**config.mk**
```make
export PLATFORM = sky130hd
export DESIGN_NAME = gfx_pixel_addr_gen
export DESIGN_NICKNAME = d
export VERILOG_FILES = /design/src/rtl/gfx_pixel_addr_gen.sv
export SDC_FILE = /design/constraint.sdc
export NUM_CORES = 1
export LEC_CHECK = 0
export CORE_MARGIN = 2
export CORE_UTILIZATION = 50
export CTS_BUF_LIST = sky130_fd_sc_hd__clkbuf_8
export DETAILED_ROUTE_END_ITERATION = 8
export PLACE_DENSITY_LB_ADDON = 0.05
export SYNTH_ARGS = -nofsm -noshare
export SYNTH_HDL_FRONTEND = slang
export SYNTH_SLANG_ARGS = --single-unit
```
**constraint.sdc**
```tcl
create_clock -name clk_i -period 18.65 [get_ports clk_i]
set_input_delay 3.73 -clock clk_i [delete_from_list [all_inputs] [get_ports clk_i]]
set_output_delay 3.73 -clock clk_i [all_outputs]
set_load 0.01 [all_outputs]
```
**src/rtl/gfx_pixel_addr_gen.sv**
```systemverilog
`default_nettype none
// ============================================================================
// Module   : gfx_pixel_addr_gen
// Purpose  : Three-stage pipelined (x,y) -> byte address, lane select,
//            split and clip flag generator for 8/16/24/32 bpp targets.
// Revision : 1.0 - initial release
// ============================================================================
module gfx_pixel_addr_gen #(
    parameter int POINT_W      = 16,
    parameter int ADDR_W       = 32,
    parameter int BUS_BYTES    = 4,
    parameter int TAG_W        = 8,
    parameter int DROP_CLIPPED = 1
) (
    input  logic                 clk_i,
    input  logic                 rst_i,
    input  logic [ADDR_W-1:0]    cfg_base_i,
    input  logic [POINT_W-1:0]   cfg_width_i,
    input  logic [1:0]           cfg_depth_i,
    input  logic                 clip_en_i,
    input  logic [POINT_W-1:0]   clip_x0_i,
    input  logic [POINT_W-1:0]   clip_y0_i,
    input  logic [POINT_W-1:0]   clip_x1_i,
    input  logic [POINT_W-1:0]   clip_y1_i,
    input  logic                 in_valid_i,
    output logic                 in_ready_o,
    input  logic [POINT_W-1:0]   in_x_i,
    input  logic [POINT_W-1:0]   in_y_i,
    input  logic [TAG_W-1:0]     in_tag_i,
    output logic                 out_valid_o,
    input  logic                 out_ready_i,
    output logic [ADDR_W-1:0]    out_addr_o,
    output logic [BUS_BYTES-1:0] out_sel_o,
    output logic                 out_split_o,
    output logic                 out_clipped_o,
    output logic [TAG_W-1:0]     out_tag_o,
    output logic                 busy_o
);

    localparam int          c_LANE_W    = $clog2(BUS_BYTES);
    localparam int          c_MASK_W    = 2 * BUS_BYTES;
    localparam logic [3:0]  c_BUS_BYTES = BUS_BYTES[3:0];

    // ------------------------------------------------------------------
    // Input-side arithmetic: sign-extend coordinates, y*width, clip test
    // ------------------------------------------------------------------
    logic [ADDR_W-1:0] w_xs;
    logic [ADDR_W-1:0] w_ys;
    logic [ADDR_W-1:0] w_wz;
    logic [ADDR_W-1:0] w_prod;
    logic              w_inside;
    logic              w_clip;
    logic              w_keep;

    assign w_xs   = {{(ADDR_W-POINT_W){in_x_i[POINT_W-1]}}, in_x_i};
    assign w_ys   = {{(ADDR_W-POINT_W){in_y_i[POINT_W-1]}}, in_y_i};
    assign w_wz   = {{(ADDR_W-POINT_W){1'b0}}, cfg_width_i};
    // Truncated product of two's complement operands is exact modulo 2^ADDR_W
    assign w_prod = w_ys * w_wz;

    assign w_inside = ($signed(in_x_i) >= $signed(clip_x0_i)) &&
                      ($signed(in_x_i) <= $signed(clip_x1_i)) &&
                      ($signed(in_y_i) >= $signed(clip_y0_i)) &&
                      ($signed(in_y_i) <= $signed(clip_y1_i));
    assign w_clip   = clip_en_i && !w_inside;
    // A dropped pixel is still handshaken but never occupies the pipeline
    assign w_keep   = !((DROP_CLIPPED != 0) && w_clip);

    // ------------------------------------------------------------------
    // Pipeline control: a stage may load when it is empty or draining
    // ------------------------------------------------------------------
    logic r_v1, r_v2, r_v3;
    logic w_rdy1, w_rdy2, w_rdy3;

    assign w_rdy3     = !r_v3 || out_ready_i;
    assign w_rdy2     = !r_v2 || w_rdy3;
    assign w_rdy1     = !r_v1 || w_rdy2;
    assign in_ready_o = w_rdy1;
    assign busy_o     = r_v1 || r_v2 || r_v3;

    // ------------------------------------------------------------------
    // Stage 1 registers
    // ------------------------------------------------------------------
    logic [ADDR_W-1:0] r1_prod;
    logic [ADDR_W-1:0] r1_xs;
    logic [ADDR_W-1:0] r1_base;
    logic [1:0]        r1_depth;
    logic              r1_clip;
    logic [TAG_W-1:0]  r1_tag;

    // Stage 1: capture pixel with its configuration snapshot and clip result
    always_ff @(posedge clk_i) begin
        if (rst_i) begin
            r_v1     <= 1'b0;
            r1_prod  <= '0;
            r1_xs    <= '0;
            r1_base  <= '0;
            r1_depth <= '0;
            r1_clip  <= 1'b0;
            r1_tag   <= '0;
        end else if (w_rdy1) begin
            r_v1     <= in_valid_i && w_keep;
            r1_prod  <= w_prod;
            r1_xs    <= w_xs;
            r1_base  <= cfg_base_i;
            r1_depth <= cfg_depth_i;
            r1_clip  <= w_clip;
            r1_tag   <= in_tag_i;
        end
    end

    // ------------------------------------------------------------------
    // Stage 2 registers
    // ------------------------------------------------------------------
    logic [ADDR_W-1:0] r2_offs;
    logic [ADDR_W-1:0] r2_base;
    logic [1:0]        r2_depth;
    logic              r2_clip;
    logic [TAG_W-1:0]  r2_tag;

    // Stage 2: pixel offset = y*width + x
    always_ff @(posedge clk_i) begin
        if (rst_i) begin
            r_v2     <= 1'b0;
            r2_offs  <= '0;
            r2_base  <= '0;
            r2_depth <= '0;
            r2_clip  <= 1'b0;
            r2_tag   <= '0;
        end else if (w_rdy2) begin
            r_v2     <= r_v1;
            r2_offs  <= r1_prod + r1_xs;
            r2_base  <= r1_base;
            r2_depth <= r1_depth;
            r2_clip  <= r1_clip;
            r2_tag   <= r1_tag;
        end
    end

    // ------------------------------------------------------------------
    // Stage 3 combinational: scale by bytes per pixel, lane and split
    // ------------------------------------------------------------------
    logic [ADDR_W-1:0]   w_scaled;
    logic [ADDR_W-1:0]   w_addr;
    logic [c_LANE_W-1:0] w_lane;
    logic [2:0]          w_bpp;
    logic [c_MASK_W-1:0] w_mask;
    logic [c_MASK_W-1:0] w_mask_sh;
    logic [3:0]          w_lane_ext;
    logic [3:0]          w_sum;
    logic                w_split;

    // Byte scaling and the unshifted lane mask for the pixel depth
    always_comb begin
        w_scaled = r2_offs;
        w_mask   = '0;
        case (r2_depth)
            2'd0: begin
                w_scaled    = r2_offs;
                w_mask[3:0] = 4'b0001;
            end
            2'd1: begin
                w_scaled    = r2_offs << 1;
                w_mask[3:0] = 4'b0011;
            end
            2'd2: begin
                w_scaled    = (r2_offs << 1) + r2_offs;
                w_mask[3:0] = 4'b0111;
            end
            default: begin
                w_scaled    = r2_offs << 2;
                w_mask[3:0] = 4'b1111;
            end
        endcase
    end

    assign w_bpp      = {1'b0, r2_depth} + 3'd1;
    assign w_addr     = r2_base + w_scaled;
    assign w_lane     = w_addr[c_LANE_W-1:0];
    assign w_mask_sh  = w_mask << w_lane;
    assign w_lane_ext = {{(4-c_LANE_W){1'b0}}, w_lane};
    assign w_sum      = w_lane_ext + {1'b0, w_bpp};
    assign w_split    = (w_sum > c_BUS_BYTES);

    // Stage 3: registered outputs, held while the consumer stalls
    always_ff @(posedge clk_i) begin
        if (rst_i) begin
            r_v3          <= 1'b0;
            out_addr_o    <= '0;
            out_sel_o     <= '0;
            out_split_o   <= 1'b0;
            out_clipped_o <= 1'b0;
            out_tag_o     <= '0;
        end else if (w_rdy3) begin
            r_v3          <= r_v2;
            out_addr_o    <= w_addr;
            out_sel_o     <= w_mask_sh[BUS_BYTES-1:0];
            out_split_o   <= w_split;
            out_clipped_o <= r2_clip;
            out_tag_o     <= r2_tag;
        end
    end

    assign out_valid_o = r_v3;

endmodule
`default_nettype wire

```
==> impl_metrics.json, run 1 <==
{
  "status": "finished clean",
  "finalCritPeriodShare": 0.540,
  "slowest_stage": "clkdlybuf4s50_1",
  "dp_hpwl_mm": 45.5,
  "hp-class": "flip-flop to flip-flop",
  "synth_xor_area_frac": 0.0357,
  "final_common_cell": "nand2_1",
  "startpoint": "cfg_width_i[8]",
  "final_cell_area_sq_mm": 0.0262,
  "finalWorstSetupSlack_ns": 8.58,
  "setup_tns_ns": 0,
  "p_leak_nw": 12.4,
  "cp_top_family": "adder cells",
  "cp_cell_sequence": "clkdlybuf4s50_1 > and2_1 > fa_1 > inv_1 > fa_1 > fa_1 > inv_1 > fa_1 > fa_1 > inv_1 > fa_1 > inv_1 > ha_1 > and4_1 > o21ai_1 > o211ai_1 > nand2_1 > nand4bb_1 > a31oi_1 > nor2_1 > or4b_1 > a31oi_1",
  "max_slew.worst_pin.slew_ns": 1.00,
  "cts_max_level": 2,
  "cts_tree": "built",
  "vdd_drop_max_mv": 0.120,
  "p_seq_frac": 0.162,
  "clock-sinks": 215,
  "ys_ff_latch": 215,
  "synth_compound_area_frac": 0.164,
  "vias": 19384,
  "path_buf_inv": 5,
  "syn-mean-instance-area_sq_um": 8.18,
  "grt_setup_unrepaired": "false",
  "postRouteAntennaNets": 0,
  "reg2reg_from": "r2_offs[1]",
  "synthCells": 2792,
  "gp_congestion": 0.931,
  "synthesis.nets": 3423,
  "drtIter0Drc": 864,
  "wl_per_cell_um": 16.4,
  "critPathRequiredTime_ns": 19.10,
  "reg2reg_to": "out_addr_o[31]",
  "boundaryPins": 208,
  "startpoint_type": "input port",
  "totalWireLength_mm": 58.3,
  "worstPathMaxFanout": 16,
  "grt_max_degree": 95,
  "cts_resized": 0,
  "clk_latency_ns": 0.54,
  "power.density_mw_per_mm2": 147,
  "crit_path_end_kind": "flip-flop",
  "port_buffers": 207,
  "grt_pass1_vias": 19813,
  "die_w_um": 218,
  "synth-edff-count": 0,
  "coreArea_sq_mm": 0.0453,
  "finalClockSkew_ns": 0.0250,
  "yosysSeqAreaShare": 0.188,
  "post-place-ws_ns": 8.02,
  "antenna_found_initial": 1,
  "cts.path.max_buffers": 3,
  "total_power_w": 0.00385,
  "postCtsSetupBuffers": 0,
  "cp.arrival_ns": 10.52,
  "fp-row-count": 78,
  "critical_path_class": "input port to flip-flop",
  "slew_headroom": 0.330,
  "clk_pin_slew_worst_paths_ns": 0.06,
  "hold_viol_final": 0,
  "muxShareOfSynthArea": 0.0314,
  "finalNetCount": 3568,
  "ys.flop_type": "dfxtp_1",
  "yosys_warnings": 0,
  "critPathMaxStageDelay_ns": 0.79,
  "cp.depth": 22,
  "die_h_um": 218,
  "remaining_drc_errors": 0,
  "cts_buffers": 37,
  "groute.usage.overall": 0.249,
  "r2r_setup_slack_ns": 12.63,
  "layout-drive-gt1-share": 0.0419,
  "path_common_cell": "fa_1",
  "drt-vias-per-instance": 5.44,
  "first_pass_iters": 5,
  "p_clk_frac": 0.121,
  "final_cell_mix": "nand2_1 (521), inv_1 (346), a21oi_1 (302)",
  "areaGrowthSynthToFinish_pct": 14.5,
  "fmax_mhz": 99.3,
  "synth_top_family_by_area": "adder cells",
  "switching_power_w": 0.00177,
  "grt-ovfl-total": 0,
  "r2r_cells": 23,
  "min_period_ns": 10.07,
  "hold_buffers": 0,
  "root_buffer": "clkbuf_8",
  "synthAdderAreaFrac": 0.324,
  "drv_slew": 0,
  "die_area_sq_mm": 0.0474,
  "yosysUniqueCellTypes": 79,
  "grt_pass1_wl_mm": 97.3,
  "finalSetupViolCount": 0,
  "synthSimpleGateAreaFrac": 0.182,
  "placed_area_sq_mm": 0.0254,
  "start_util": 0.504,
  "worstSetupEndpoint": "r1_prod[29]",
  "swShare": 0.461,
  "async_flop_share": 0,
  "syn_area_sq_mm": 0.0228,
  "internal_power_w": 0.00208,
  "power_frac_comb": 0.717,
  "max-cap-violations": 0
}
-- tightest hold or removal path, cell delays in order (launching register included) --
cell and delay [ns]:
dfxtp_1 0.31, nand2_1 0.05, a21oi_1 0.05
-- power by group through the flow --
stage / Clock [W] / Sequential (W) / Combinational [W]
detailed placement: 0 / 0.000634 / 0.00274
CTS: 0.000477 / 0.000625 / 0.00277
finish: 0.000464 / 0.000624 / 0.00276
floorplan: 0 / 0.000618 / 0.00217
global route: 0.000497 / 0.000637 / 0.00315
global placement: 0 / 0.000633 / 0.00269
-- logic make-up after synthesis --
| logic type | count (synthesis) |
|---|---|
| AOI/OAI and AO/OA | 612 |
| xor gates and xnor gates | 93 |
| and+or+nand+nor | 909 |
| muxes | 35 |
| buffers and inverters | 456 |
| adders and majority gates | 472 |
| DFF | 215 |
-- layout make-up --
class | count | area (sq um)
Timing Repair Buffer | 221 | 2180
Tap cell | 600 | 751
Sequential cell | 215 | 4300
Antenna cell | 1 | 2.50
Clock buffer | 47 | 647
Inverter | 341 | 1280
Fill cell | 4207 | 19100
Multi-Input combinational cell | 2121 | 16800
Clock inverter | 17 | 155
-- worst min-delay path by stage --
stage	slack [ns]	end	from	cells after the start
floorplan	0.43	r1_base[0]	r1_base[0]	2
global placement	0.44	r2_tag[4]	r2_tag[4]	2
detailed placement	0.44	out_addr_o[25]	out_addr_o[25]	2
CTS	0.44	r2_base[29]	r1_base[29]	2
global route	0.47	r1_base[8]	r1_base[8]	2
finish	0.44	r2_base[29]	r1_base[29]	2
-- through the flow --
stage	util	hold WS (ns)	std cells
floorplan	-	0.432	2792
detailed placement	0.560	0.443	3498
global route	0.578	0.465	3562
finish	0.578	0.441	3563
global placement	0.560	0.440	3498
CTS	0.578	0.440	3562
-- synthesized netlist by cell type, types with 13 or more instances --
library cell | count | area (sq um)
nand2_1 | 522 | 1960
buf_1 | 14 | 52.6
nand3_1 | 36 | 180
o21bai_1 | 22 | 165
a21oi_1 | 302 | 1510
and2_1 | 114 | 713
nand4_1 | 19 | 119
o21ai_0 | 56 | 280
xor2_1 | 28 | 245
and3_1 | 15 | 93.8
mux4_2 | 29 | 653
xnor2_1 | 65 | 569
a21o_1 | 54 | 405
nor2_1 | 92 | 345
inv_1 | 338 | 1270
nor2b_1 | 17 | 106
nand2b_1 | 25 | 156
dfxtp_1 | 215 | 4300
o21ai_1 | 21 | 105
o21a_1 | 24 | 180
a211oi_1 | 32 | 240
nor3_1 | 19 | 95.1
clkbuf_1 | 101 | 379
fa_1 | 198 | 3960
o211ai_1 | 13 | 97.6
a31oi_1 | 14 | 87.6
ha_1 | 274 | 3430
-- metal layers --
layer / GRT usage / part of all wire / up-vias
met5: 0 / 0.00022 / -
met4: 0.0707 / 0.024 / 2
met3: 0.0209 / 0.037 / 93
met2: 0.448 / 0.49 / 407
met1: 0.318 / 0.45 / 9236
li1: - / - / 9646
-- registers in the layout, indices dropped and copies added (netlist names), 8 cells and up --
| name | cells |
|---|---|
| r1_prod | 32 |
| r1_tag | 8 |
| out_addr_o | 32 |
| out_tag_o | 8 |
| r1_xs | 16 |
| r1_base | 32 |
| r2_base | 32 |
| r2_tag | 8 |
| r2_offs | 32 |
(Power assumes the default switching activity.)
==> run 2, diff against run 1 <==
==> constraint.sdc (replaced) <==
create_clock -name clk_i -period 8.5 [get_ports clk_i]
set_input_delay 1.7 -clock clk_i [delete_from_list [all_inputs] [get_ports clk_i]]
set_output_delay 1.7 -clock clk_i [all_outputs]
set_load 0.01 [all_outputs]
==> run 2 against run 1 <==
Via count about the same. Hold slack got worse by 0.0032 ns. Cell count increased by 0.93%. Register-to-register slack got worse by 10 ns. Critical endpoint unchanged.
==> impl_metrics.json, run 2 (same netlist as run 1, synthesis figures left out) <==
{
  "dp_hpwl_mm": 46.6,
  "finalClockSkew_ns": 0.0369,
  "n_fill_cell": 4241,
  "min_period_ns": 7.74,
  "r2r_setup_slack_ns": 2.44,
  "grt_max_degree": 83,
  "reg2reg_to": "out_addr_o[31]",
  "boundaryPins": 208,
  "cts.path.max_buffers": 3,
  "postCtsSetupBuffers": 0,
  "min_to": "r2_base[26]",
  "grt_setup_unrepaired": "false",
  "die_w_um": 218,
  "clock-sinks": 215,
  "grt_pass1_wl_mm": 97.6,
  "slew_headroom": 0.401,
  "layout-drive-gt1-share": 0.0534,
  "cp_top_family": "adder cells",
  "die_h_um": 218,
  "path_buf_inv": 4,
  "fp-row-count": 78,
  "fmax_mhz": 129,
  "internal_power_w": 0.00450,
  "drv_slew": 0,
  "groute.usage.overall": 0.250,
  "gr-usage-met2": 0.438,
  "remaining_drc_errors": 0,
  "drtIter0Drc": 1022,
  "final_common_cell": "nand2_1",
  "gp_congestion": 0.941,
  "cts_resized": 0,
  "stdcell_count": 3596,
  "startpoint_type": "input port",
  "hold_depth": 2,
  "status": "finished clean",
  "finalSetupViolCount": 0,
  "vdd_drop_max_mv": 0.324,
  "coreArea_sq_mm": 0.0453,
  "cts_tree": "built",
  "cts_buffers": 36,
  "placed_cells": 3536,
  "finalCritPeriodShare": 0.910,
  "finalNetCount": 3605,
  "use_met3": 0.0216,
  "crit_path_end_kind": "flip-flop",
  "antenna_found_initial": 1,
  "ff_latch_area_sq_mm": 0.00430,
  "slowest_stage": "clkdlybuf4s50_1",
  "hp-start": "r1_base[26]",
  "path_common_cell": "fa_1",
  "wl_per_cell_um": 16.3,
  "r2r_cells": 23,
  "worstPathMaxFanout": 12,
  "start_util": 0.504,
  "setup_tns_ns": 0,
  "root_buffer": "clkbuf_8",
  "cts_max_level": 2,
  "hp-class": "flip-flop to flip-flop",
  "max-cap-violations": 0,
  "p_leak_nw": 12.5,
  "vias": 19398,
  "reg2reg_from": "r2_offs[1]",
  "max_slew.worst_pin.slew_ns": 0.876,
  "hold_viol_final": 0,
  "swShare": 0.462,
  "grt-ovfl-total": 0,
  "p_seq_frac": 0.164,
  "die_area_sq_mm": 0.0474,
  "cp_cell_sequence": "clkdlybuf4s50_1 > buf_4 > and2_1 > fa_1 > inv_1 > fa_1 > fa_1 > fa_1 > inv_1 > fa_1 > fa_1 > ha_1 > and4_1 > o21ai_1 > o211ai_1 > nand2_1 > nand4bb_1 > a31oi_1 > nor2_1 > or4b_1 > a31oi_1",
  "totalWireLength_mm": 58.8,
  "met1_usage": 0.320,
  "clk_latency_ns": 0.57,
  "hold_buffers": 0,
  "critical_path_class": "input port to flip-flop",
  "critPathMaxStageDelay_ns": 0.61,
  "power_frac_comb": 0.727,
  "first_pass_iters": 5,
  "drt-vias-per-instance": 5.39,
  "p_clk_frac": 0.110,
  "multi_input_area_sq_mm": 0.0168,
  "power.density_mw_per_mm2": 317,
  "switching_power_w": 0.00386,
  "areaGrowthSynthToFinish_pct": 15.3,
  "final_cell_mix": "nand2_1 (521), inv_1 (343), a21oi_1 (302)",
  "port_buffers": 207,
  "clk_pin_slew_worst_paths_ns": 0.06,
  "grt.busiest_layer": "met2",
  "critPathRequiredTime_ns": 8.96,
  "postRouteAntennaNets": 0,
  "grt_pass1_vias": 19950,
  "cp.arrival_ns": 8.20
}
-- run 2: per-stage QoR --
| stage | hold slack, ns | cell area, sq um | setup WS, ns | util | power [W] |
|---|---|---|---|---|---|
| final | 0.438 | 26300 | 0.764 | 0.582 | 0.00836 |
| after CTS | 0.451 | 26300 | 0.801 | 0.582 | 0.00842 |
| after global routing | 0.465 | 26300 | 0.332 | 0.582 | 0.00934 |
| after global placement | 0.439 | 25600 | 0.327 | 0.566 | 0.00736 |
| after floorplan | 0.432 | 22800 | 1.24 | - | 0.00611 |
| after detailed placement | 0.444 | 25600 | 0.211 | 0.566 | 0.00744 |
-- run 2: cell type report --
| class | count | share of cell area |
|---|---|---|
| Antenna cell | 1 | 0.0000950 |
| Clock buffer | 44 | 0.0230 |
| Clock inverter | 15 | 0.00366 |
| Inverter | 341 | 0.0486 |
| Multi-Input combinational cell | 2121 | 0.639 |
| Sequential cell | 215 | 0.163 |
| Tap cell | 600 | 0.0285 |
| Timing Repair Buffer | 259 | 0.0935 |
-- run 2: layer usage --
metal / wire, um / share of wire
met1: 26500 / 0.45
met2: 27900 / 0.47
met3: 2210 / 0.038
met4: 2190 / 0.037
met5: 0 / 0
-- run 2: worst max-delay path by stage --
stage	from	endpoint	depth (start not counted)
final	in_y_i[6]	r1_prod[29]	21
after global routing	cfg_width_i[6]	r1_prod[26]	25
after CTS	in_y_i[6]	r1_prod[29]	21
after detailed placement	in_y_i[6]	r1_prod[29]	21
after global placement	in_y_i[6]	r1_prod[29]	21
after floorplan	in_y_i[1]	r1_prod[29]	21
-- run 2: power by group through the flow --
stage          Combinational (W)  Sequential, W  Clock [W]
4_1_cts                  0.00611        0.00137   0.000942
3_3_place_gp             0.00598        0.00139          0
6_report                 0.00608        0.00137   0.000916
3_5_place_dp             0.00605        0.00139          0
2_1_floorplan            0.00476        0.00135          0
5_1_grt                  0.00696        0.00140   0.000983
-- run 2: worst register-to-register path: cells and delay by family (launching register included) --
family	cells	cell delay, ns
AO/OA/AOI/OAI	12	3.00
adder cells (fa/ha/maj)	3	0.85
XOR/XNOR	3	0.65
AND/OR/NAND/NOR	3	0.47
multiplexers	1	0.47
flip-flops	1	0.44
buffers and inverters	1	0.07
==> run 3, diff against run 2 <==
--- a/config.mk
+++ b/config.mk
@@ -9,6 +9,7 @@
 export CORE_UTILIZATION = 50
 export CTS_BUF_LIST = sky130_fd_sc_hd__clkbuf_8
 export DETAILED_ROUTE_END_ITERATION = 8
+export GPL_TIMING_DRIVEN = 0
 export PLACE_DENSITY_LB_ADDON = 0.05
 export SYNTH_ARGS = -nofsm -noshare
 export SYNTH_HDL_FRONTEND = slang
==> run 3 against run 2 <==
Clock skew fell by 0.019 ns. Power up 0.81%. Fmax down 5.6%. Register-to-register slack got worse by 0.05 ns. Via count rose by 3.8%. Worst setup slack got worse by 0.46 ns. Clock power rose by 0.5%. Sequential share of layout area is essentially flat. Largest power group unchanged. Hold slack improved by 0.012 ns. Core utilization rose by 0.086 points.
==> impl_metrics.json, run 3 (same netlist as run 1, synthesis figures left out) <==
{
  "status": "finished clean",
  "grt_pass1_wl_mm": 107,
  "crit_path_end_kind": "flip-flop",
  "switching_power_w": 0.00396,
  "final_cell_mix": "nand2_1 (522), inv_1 (345), a21oi_1 (302)",
  "cts_tree": "built",
  "startpoint_type": "input port",
  "p_seq_frac": 0.163,
  "cp.arrival_ns": 8.65,
  "power_frac_comb": 0.728,
  "max-cap-violations": 0,
  "postCtsSetupBuffers": 0,
  "groute.usage.overall": 0.288,
  "start_util": 0.504,
  "critPathRequiredTime_ns": 8.96,
  "final_common_cell": "nand2_1",
  "hold_buffers": 0,
  "max_slew.worst_pin.slew_ns": 1.14,
  "dp_hpwl_mm": 56.0,
  "vdd_drop_max_mv": 0.293,
  "drv_slew": 0,
  "slew_headroom": 0.236,
  "finalCritPeriodShare": 0.964,
  "die_area_sq_mm": 0.0474,
  "setup_tns_ns": 0,
  "coreArea_sq_mm": 0.0453,
  "hold_depth": 2,
  "n_fill_cell": 4298,
  "layout-drive-gt1-share": 0.0366,
  "p_leak_nw": 12.4,
  "grt_setup_unrepaired": "false",
  "finalNetCount": 3667,
  "drt-vias-per-instance": 5.50,
  "swShare": 0.469,
  "min_period_ns": 8.19,
  "slowest_stage": "clkdlybuf4s50_1",
  "holdWs_ns": 0.450,
  "cts_resized": 0,
  "placed_area_sq_mm": 0.0257,
  "p_clk_frac": 0.109,
  "root_buffer": "clkbuf_8",
  "clk_pin_slew_worst_paths_ns": 0.06,
  "die_h_um": 218,
  "areaGrowthSynthToFinish_pct": 15.5,
  "cp_top_family": "adder cells",
  "critPathMaxStageDelay_ns": 0.86,
  "multi_input_area_sq_mm": 0.0168,
  "vias": 20134,
  "r2r_cells": 23,
  "drtIter0Drc": 1130,
  "boundaryPins": 208,
  "antenna_found_initial": 1,
  "hold_viol_final": 0,
  "finalClockSkew_ns": 0.0181,
  "cts.path.max_buffers": 3,
  "remaining_drc_errors": 0,
  "power.density_mw_per_mm2": 319,
  "clock-sinks": 215,
  "fmax_mhz": 122,
  "gp_congestion": 0.982,
  "path_buf_inv": 5,
  "cts_buffers": 35,
  "finalSetupViolCount": 0,
  "wl_per_cell_um": 18.6,
  "first_pass_iters": 7,
  "grt_pass1_vias": 20363,
  "ff_latch_area_sq_mm": 0.00430,
  "postRouteAntennaNets": 0,
  "hp-class": "flip-flop to flip-flop",
  "worstSetupEndpoint": "r1_prod[29]",
  "cts_max_level": 2,
  "startpoint": "in_y_i[3]",
  "r2r_setup_slack_ns": 2.39,
  "final_cell_area_sq_mm": 0.0264,
  "reg2reg_to": "out_addr_o[31]",
  "internal_power_w": 0.00447,
  "grt-ovfl-total": 0,
  "totalWireLength_mm": 68.0,
  "critical_path_class": "input port to flip-flop",
  "port_buffers": 207,
  "cp.depth": 22,
  "worstPathMaxFanout": 10,
  "cp_cell_sequence": "clkdlybuf4s50_1 > clkbuf_2 > nand2_1 > fa_1 > fa_1 > fa_1 > inv_1 > fa_1 > fa_1 > inv_1 > fa_1 > inv_1 > ha_1 > and4_1 > o21ai_1 > o211ai_1 > nand2_1 > nand4bb_1 > a31oi_1 > nor2_1 > or4b_1 > a31oi_1",
  "fp-row-count": 78,
  "grt_max_degree": 19,
  "reg2reg_from": "r2_offs[1]",
  "die_w_um": 218,
  "path_common_cell": "fa_1",
  "clk_latency_ns": 0.55
}
[run 3: changes by cell type in the layout (fill, tap and decap cells not counted), sizes merged]
cell          before  now
buf               53   14
clkbuf            44  146
clkinv             9    5
clkinvlp           2    1
diode              1    2
dlymetal6s2s       0    1
inv              344  346
[run 3: worst reg2reg max path: stages, from the launching register on]
cell and delay (ns):
dfxtp_1 0.45, ha_1 0.24, inv_1 0.06, fa_1 0.40, nor2b_1 0.16, o31a_1 0.20, o211ai_1 0.14, o21ai_1 0.47
a31oi_1 0.23, o21ai_1 0.24, a21o_1 0.15, a21oi_1 0.07, xnor2_1 0.13, mux4_2 0.49, ha_1 0.23, and2_1 0.18
a2111oi_0 0.63, nand3_1 0.14, o211ai_1 0.25, a21boi_1 0.16, a221oi_1 0.37, xor2_1 0.32, xnor2_1 0.17, a21oi_1 0.08
[run 3: worst min-delay path by stage]
| stage | to | start | slack, ns |
|---|---|---|---|
| CTS | r1_base[31] | r1_base[31] | 0.45 |
| global placement | r1_base[31] | r1_base[31] | 0.44 |
| floorplan | r1_base[0] | r1_base[0] | 0.43 |
| finish | r1_tag[3] | r1_tag[3] | 0.45 |
| detailed placement | r1_base[31] | r1_base[31] | 0.44 |
| global route | r2_tag[2] | r1_tag[2] | 0.46 |
[run 3: per-stage QoR]
step | util | cells | worst slack, ns | power [W]
floorplan | - | 2792 | 1.24 | 0.00611
global placement | 0.567 | 3599 | -0.397 | 0.00737
detailed placement | 0.567 | 3599 | -0.454 | 0.00747
CTS | 0.582 | 3656 | 0.122 | 0.00844
global route | 0.583 | 3656 | 0.0119 | 0.00936
finish | 0.583 | 3658 | 0.306 | 0.00843
[run 3: power groups by stage]
stage | clock network, W | logic [W] | registers (W)
global route | 0.000977 | 0.00699 | 0.00140
floorplan | 0 | 0.00476 | 0.00135
finish | 0.000921 | 0.00614 | 0.00137
detailed placement | 0 | 0.00607 | 0.00139
CTS | 0.000942 | 0.00613 | 0.00137
global placement | 0 | 0.00598 | 0.00139
[run 3: routing by layer]
layer	vias to the layer above	GRT usage	wire length (um)
met5	-	0	13
met4	2	0.111	2730
met3	136	0.0261	3010
met2	520	0.540	34700
met1	9624	0.337	27600
li1	9852	-	-
[run 3: layout make-up]
| type | instances | area share |
|---|---|---|
| flip-flops and latches | 215 | 0.163 |
| well taps | 600 | 0.0285 |
| clock inverters | 12 | 0.00299 |
| plain buffers | 115 | 0.0169 |
| clock buffers | 45 | 0.0235 |
| diodes | 2 | 0.000190 |
| multi-input cells | 2121 | 0.638 |
| repair buffers | 207 | 0.0786 |
| inverters | 341 | 0.0485 |
